`config.mk`:
```
export PLATFORM = sky130hd
export DESIGN_NAME = alu_share_arbiter_flat
export DESIGN_NICKNAME = d
export VERILOG_FILES = /design/src/rtl/alu_share_arbiter_if.sv /design/src/rtl/alu_share_arbiter.sv /design/src/flat_wrapper.sv
export SDC_FILE = /design/constraint.sdc
export NUM_CORES = 1
export LEC_CHECK = 0
export ABC_AREA = 1
export CORE_AREA = 2 2 107 109
export DETAILED_ROUTE_END_ITERATION = 16
export DIE_AREA = 0 0 109 111
export PLACE_DENSITY_LB_ADDON = 0.25
export REMOVE_ABC_BUFFERS = 1
export SYNTH_ARGS = -nofsm -noshare
export SYNTH_HDL_FRONTEND = slang
export SYNTH_SLANG_ARGS = --single-unit
```
`constraint.sdc`:
```
create_clock -name clk -period 3.16 [get_ports clk]
set_clock_uncertainty 0.05 [all_clocks]
set_input_delay 0.316 -clock clk [delete_from_list [all_inputs] [get_ports clk]]
set_output_delay 0.316 -clock clk [all_outputs]
set_load 0.03 [all_outputs]
```
`src/rtl/alu_share_arbiter_if.sv`:
```
// rtl/alu_share_arbiter_if.sv - requester/response bundle for the shared ALU arbiter
//
// Purpose: groups the request and response handshake signals of alu_share_arbiter.
// Ports (signals):
//   req_valid [NREQ]      request i valid
//   req_ready [NREQ]      request i accepted this cycle (one-hot or zero)
//   req_a     [NREQ*32]   operand A of requester i, bits [32*i+31:32*i]
//   req_b     [NREQ*32]   operand B of requester i
//   req_sel   [NREQ*4]    ALU select code of requester i
//   rsp_valid             response register holds a result
//   rsp_ready             consumer takes response this cycle
//   rsp_data  [32]        result
//   rsp_id    [IDW]       index of requester owning the response
//   rsp_err               select code was illegal
// Modports: master = requesters + response consumer, slave = arbiter.

interface alu_share_arbiter_if #(
  parameter int NREQ = 2,
  parameter int IDW  = (NREQ > 1) ? $clog2(NREQ) : 1
);

  logic [NREQ-1:0]    req_valid;
  logic [NREQ-1:0]    req_ready;
  logic [NREQ*32-1:0] req_a;
  logic [NREQ*32-1:0] req_b;
  logic [NREQ*4-1:0]  req_sel;
  logic               rsp_valid;
  logic               rsp_ready;
  logic [31:0]        rsp_data;
  logic [IDW-1:0]     rsp_id;
  logic               rsp_err;

  modport master (
    output req_valid, req_a, req_b, req_sel, rsp_ready,
    input  req_ready, rsp_valid, rsp_data, rsp_id, rsp_err
  );

  modport slave (
    input  req_valid, req_a, req_b, req_sel, rsp_ready,
    output req_ready, rsp_valid, rsp_data, rsp_id, rsp_err
  );

endinterface

```
`src/rtl/alu_share_arbiter.sv`:
```
// rtl/alu_share_arbiter.sv - round-robin sharing of one combinational 32-bit ALU
//
// Purpose: arbitrates NREQ requesters round-robin onto a single combinational ALU,
// drives the ALU operand/select lines for the granted requester and captures the
// result in a response register with valid/ready handshake. One transaction per
// cycle at full rate.
// Ports:
//   clk      in   system clock, all state on rising edge
//   rst_n    in   asynchronous active-low reset
//   bus      slave modport of alu_share_arbiter_if (request/response handshakes)
//   alu_a    out  ALU operand A
//   alu_b    out  ALU operand B
//   alu_sel  out  ALU select code (4'b1111 = pass A when idle or illegal)
//   alu_out  in   ALU result (combinational)

module alu_share_arbiter #(
  parameter int NREQ = 2,
  parameter int IDW  = (NREQ > 1) ? $clog2(NREQ) : 1
) (
  input  logic                 clk,
  input  logic                 rst_n,
  alu_share_arbiter_if.slave   bus,
  output logic [31:0]          alu_a,
  output logic [31:0]          alu_b,
  output logic [3:0]           alu_sel,
  input  logic [31:0]          alu_out
);

  localparam logic [3:0] SEL_SLT  = 4'b1000;
  localparam logic [3:0] SEL_SLTU = 4'b1001;
  localparam logic [3:0] SEL_PASS = 4'b1111;

  // Unpacked per-requester views of the flat request buses.
  logic [31:0] a_arr   [NREQ];
  logic [31:0] b_arr   [NREQ];
  logic [3:0]  sel_arr [NREQ];
  logic        vld_arr [NREQ];

  always_comb begin
    for (int i = 0; i < NREQ; i++) begin
      a_arr[i]   = bus.req_a[32*i +: 32];
      b_arr[i]   = bus.req_b[32*i +: 32];
      sel_arr[i] = bus.req_sel[4*i +: 4];
      vld_arr[i] = bus.req_valid[i];
    end
  end

  // Round-robin pointer: index of the last granted requester. Reset value NREQ-1
  // makes requester 0 the first one searched.
  logic [IDW-1:0] last_grant;

  logic           found;
  logic [IDW-1:0] gidx;

  always_comb begin
    found = 1'b0;
    gidx  = '0;
    for (int k = 0; k < NREQ; k++) begin
      int             tmp;
      logic [IDW-1:0] cand;
      tmp  = (int'(last_grant) + 1 + k) % NREQ;
      cand = IDW'(tmp);
      if (!found && vld_arr[cand]) begin
        found = 1'b1;
        gidx  = cand;
      end
    end
  end

  // A new result may be captured when the register is empty or being drained
  // this same cycle, so back-to-back grants need no bubble.
  logic can_issue;
  logic gnt;

  assign can_issue = !bus.rsp_valid || bus.rsp_ready;
  assign gnt       = rst_n && can_issue && found;

  logic [NREQ-1:0] ready;

  always_comb begin
    ready = '0;
    if (gnt) begin
      ready[gidx] = 1'b1;
    end
  end

  assign bus.req_ready = ready;

  // Select codes 1010..1101 are illegal; those requests are still accepted but
  // the ALU only ever sees the pass-through code.
  logic [3:0] g_sel;
  logic       illegal;

  assign g_sel   = sel_arr[gidx];
  assign illegal = (g_sel >= 4'b1010) && (g_sel <= 4'b1101);

  always_comb begin
    alu_a   = '0;
    alu_b   = '0;
    alu_sel = SEL_PASS;
    if (gnt) begin
      alu_a   = a_arr[gidx];
      alu_b   = b_arr[gidx];
      alu_sel = illegal ? SEL_PASS : g_sel;
    end
  end

  // SLT/SLTU only define bit 0 of the ALU output; the rest is masked off.
  logic [31:0] cap_data;

  always_comb begin
    cap_data = alu_out;
    if (illegal) begin
      cap_data = '0;
    end else if (g_sel == SEL_SLT || g_sel == SEL_SLTU) begin
      cap_data = {31'b0, alu_out[0]};
    end
  end

  logic           rsp_valid_q;
  logic [31:0]    rsp_data_q;
  logic [IDW-1:0] rsp_id_q;
  logic           rsp_err_q;

  always_ff @(posedge clk or negedge rst_n) begin
    if (!rst_n) begin
      rsp_valid_q <= 1'b0;
      rsp_data_q  <= '0;
      rsp_id_q    <= '0;
      rsp_err_q   <= 1'b0;
      last_grant  <= IDW'(NREQ - 1);
    end else if (gnt) begin
      rsp_valid_q <= 1'b1;
      rsp_data_q  <= cap_data;
      rsp_id_q    <= gidx;
      rsp_err_q   <= illegal;
      last_grant  <= gidx;
    end else if (bus.rsp_ready) begin
      // Drained with nothing new: only valid drops, payload is left as-is.
      rsp_valid_q <= 1'b0;
    end
  end

  assign bus.rsp_valid = rsp_valid_q;
  assign bus.rsp_data  = rsp_data_q;
  assign bus.rsp_id    = rsp_id_q;
  assign bus.rsp_err   = rsp_err_q;

endmodule

```
`src/flat_wrapper.sv`:
```
// flat-port wrapper written by rule: the top's interface ports become plain ports
module alu_share_arbiter_flat 
#(
  parameter int NREQ = 2,
  parameter int IDW  = (NREQ > 1) ? $clog2(NREQ) : 1
)
  (clk, rst_n, alu_a, alu_b, alu_sel, alu_out, bus_req_valid, bus_req_a, bus_req_b, bus_req_sel, bus_rsp_ready, bus_req_ready, bus_rsp_valid, bus_rsp_data, bus_rsp_id, bus_rsp_err);
  alu_share_arbiter_if #(.NREQ(NREQ), .IDW(IDW)) bus_i ();
  input  logic clk;
  input  logic rst_n;
  output logic [31:0] alu_a;
  output logic [31:0] alu_b;
  output logic [3:0] alu_sel;
  input  logic [31:0] alu_out;
  input wire logic [$bits(bus_i.req_valid)-1:0] bus_req_valid;
  input wire logic [$bits(bus_i.req_a)-1:0] bus_req_a;
  input wire logic [$bits(bus_i.req_b)-1:0] bus_req_b;
  input wire logic [$bits(bus_i.req_sel)-1:0] bus_req_sel;
  input wire logic [$bits(bus_i.rsp_ready)-1:0] bus_rsp_ready;
  output wire logic [$bits(bus_i.req_ready)-1:0] bus_req_ready;
  output wire logic [$bits(bus_i.rsp_valid)-1:0] bus_rsp_valid;
  output wire logic [$bits(bus_i.rsp_data)-1:0] bus_rsp_data;
  output wire logic [$bits(bus_i.rsp_id)-1:0] bus_rsp_id;
  output wire logic [$bits(bus_i.rsp_err)-1:0] bus_rsp_err;
  assign bus_i.req_valid = bus_req_valid;
  assign bus_i.req_a = bus_req_a;
  assign bus_i.req_b = bus_req_b;
  assign bus_i.req_sel = bus_req_sel;
  assign bus_i.rsp_ready = bus_rsp_ready;
  assign bus_req_ready = bus_i.req_ready;
  assign bus_rsp_valid = bus_i.rsp_valid;
  assign bus_rsp_data = bus_i.rsp_data;
  assign bus_rsp_id = bus_i.rsp_id;
  assign bus_rsp_err = bus_i.rsp_err;
  alu_share_arbiter #(.NREQ(NREQ), .IDW(IDW)) u_core (.clk(clk), .rst_n(rst_n), .bus(bus_i), .alu_a(alu_a), .alu_b(alu_b), .alu_sel(alu_sel), .alu_out(alu_out));
endmodule
```
==> results by group, run 1 <==
Outcome
  – Status: completed

Synthesis
  – Cell taking the most area after synthesis: nand2_1
  – Synth Register Bits: 36
  – Synth top area cells: nand2_1 (44%), dfrtp_1 (37%), nand3_1 (7.8%)
  – Sequential area share after synthesis: 37.9%
  – Count of different cell masters after synthesis: 16
  – Syn. warnings: 0
  – Syn Inst Count: 397
  – Synthesized cell area: 2380 um^2
  – Syn Area/Cell: 5.99 um^2
  – Yosys top cell area share: 44.4%

Route
  – Routed WL: 11.9 mm
  – Wirelength per Cell: 14.7 um
  – Residual DRC count: 0
  – DRT Pass-1 Iters: 5
  – Vias: 3,464
  – Vias/cell: 4.28
  – Initial DRC count: 236
  – Post-route ant nets: 0

Timing
  – Tmin final: 2.72 ns
  – Fin Hold WS: 0.0723 ns
  – Rel. slew slack: 59.6%
  – Fin. Hold Viols: 0
  – RSZ-0062 raised after global routing: false
  – Final worst slack: 0.438 ns
  – Final setup viols: 0
  – Pin slew with the least headroom to its limit: 0.606 ns
  – Highest clock rate: 367 MHz
  – Period utilization: 86.2%
  – Slew Viols, Final: 0

Layout
  – Area Growth Syn to Fin: 128%
  – Nets: 836
  – Non-Filler Instances: 810
  – Layout cell share with drive strength beyond 1: 13.0%

Floorplanning
  – Initial Utilization: 21.5%
  – CORE AREA: 11,100 um^2
  – Die width: 109 um
  – Die Ht: 111 um
  – Num ports: 278
  – Die area: 12,100 um^2
  – Core Rows: 39

Power
  – Reg power frac: 27.7%
  – Clock power frac: 22.4%
  – Sw Share: 36.9%
  – Peak supply drop: 0.000248 V
  – Internal Dissipation: 1.32 mW
  – Leakage power: 2.73 nW
  – Pwr per Cell Area: 387 nW/um^2
  – NetSw: 0.776 mW
  – Combinational power share: 49.9%

Global routing
  – Initial antenna violation count: 2
  – Global-route usage over all layers: 19.0%
  – First-pass GRT wire length: 17.5 mm
  – Total gr overflow: 0
  – Number of global-route vias before repair: 3,293
  – Largest net degree at the start of global routing: 46

Place
  – PortBufs: 277
  – HPWL Detailed: 9.74 mm
  – RePlAce Congestion: 0.900
  – DP Cell Count: 799
  – Worst slack, placed: 0.476 ns

Critical path
  – Crit end category: primary output
  – Critical Path Fanout Max: 7
  – CP peak stage delay: 0.71 ns
  – CP dominant cell by count: nand2_1
  – Required @ worst endpoint: 2.79 ns
  – Critical path class: input port to primary output
  – Worst EP arrival: 2.36 ns
  – Critical path, cell by cell: clkdlybuf4s50_1 -> nand2_1 -> inv_1 -> nand2_1 -> nand2_1 -> nand3_1 -> o21ai_0 -> clkdlybuf4s50_1
  – CP max-delay cell: clkdlybuf4s50_1
  – CP Launch Type: input port

CTS
  – Clock Tree Buf Depth: 2
  – Sink Count: 36
  – Worst-path clk slew: 0.06 ns
  – Setup Fix Bufs, Post-CTS: 0
  – Num CTS Buffers: 5
  – Clk_lat worst skew: 0.27 ns
  – Root Buffer: clkbuf_16
  – CTS tree: built
  – H-Tree Depth: 2
  – Hold_buf cts: 0
  – Post_cts resized: 0

Flow run
  – Max-cap violations: 0

Hold path
  – Min-Delay Path Class: input port to async pin
## power groups by stage
stage | Sequential, mW | Clock, mW | Combinational, mW
6_report | 0.582 | 0.471 | 1.05
3_3_place_gp | 0.586 | 0 | 1.05
5_1_grt | 0.589 | 0.505 | 1.12
4_1_cts | 0.581 | 0.485 | 1.06
2_1_floorplan | 0.738 | 0 | 0.308
3_5_place_dp | 0.588 | 0 | 1.05
## flip-flops by register name, indices dropped and copies added (netlist names)
signal	cells
u_core.bus.rsp_err	1
u_core.bus.rsp_id	1
u_core.last_grant	1
u_core.bus.rsp_valid	1
u_core.bus.rsp_data	32
## final timing paths
check / from / end / slack, ns / cells past startpoint
max: bus_req_valid[1] / alu_sel[0] / 0.44 / 8
min: rst_n / u_core.bus.rsp_data[18] / 0.07 / 2
max reg2reg: u_core.last_grant / u_core.bus.rsp_data[18] / 1.34 / 9
min reg2reg: u_core.last_grant / u_core.last_grant / 0.42 / 2
max in group asynchronous: rst_n / u_core.last_grant / 2.64 / 2
min in group clk: rst_n / u_core.bus.rsp_valid / 0.30 / 3
## final cells by class
class / instances / area (um^2)
Fill cell: 1107 / 5660
Timing Repair Buffer: 283 / 2860
Multi-Input combinational cell: 329 / 1300
Sequential cell: 36 / 902
Tap cell: 143 / 179
Clock buffer: 5 / 125
Inverter: 8 / 30.0
Clock inverter: 3 / 18.8
Antenna cell: 3 / 7.51
## routing by layer
metal	share of wire, %	vias to the layer above	track usage [%]	wire length, um
li1	-	1745	-	-
met1	41	1533	23.4	4860
met2	48	178	31.8	5670
met3	9.6	8	5.76	1140
met4	1.8	0	4.96	211
met5	0	-	0	0
## cell usage after synthesis (all sizes together)
cell type and instances:
nand4 1, nand3 37, clkbuf 2, dfrtp 35, nand2 281, o21ai 3, nor2 5, inv 8
dfstp 1, buf 22, nand3b 2
## per-stage QoR
stage	cell area (um^2)	util (%)	setup TNS, ns	power [mW]
floorplan	2230	-	-24.45	1.05
CTS	5410	48.9	0	2.12
detailed placement	5270	47.6	0	1.64
global route	5420	48.9	0	2.21
global placement	5270	47.6	0	1.63
finish	5420	48.9	0	2.10
## critical path: cells and delay by family
family                 cells  cell delay (ns)
buffers and inverters      3             1.40
AND/OR/NAND/NOR            4             0.51
AO/OA/AOI/OAI              1             0.12
## cell families (layout without fill, tap and decap cells)
logic type             Yosys count  after routing  synth area share (%)
DFF                             36             36                  37.9
buffers and inverters           32            299                  7.58
other                            0              3                     0
and+or+nand+nor                326            326                  53.8
AOI/OAI and AO/OA                3              3                 0.631
## layout by cell type, fill, tap and decap left out, drive strengths merged
cell type,Yosys,final
buf,22,73
clkbuf,2,5
clkdlybuf4s50,0,210
clkinv,0,3
dfrtp,35,35
dfstp,1,1
diode,0,3
inv,8,8
nand2,281,281
nand3,37,37
nand3b,2,2
nand4,1,1
nor2,5,5
o21ai,3,3
Power figures use the tool's default switching activity.
==> run 2, diff against run 1 <==
CTS_CLUSTER_DIAMETER = 80   (was unset)
==> results of run 2 <==
Same layout as run 1: the final DEF is identical, and so are final timing and power.
==> run 3, diff against run 2 <==
TNS_END_PERCENT = 10   (was unset)
==> results of run 3 <==
Same layout as run 1: the final DEF is identical, and so are final timing and power.
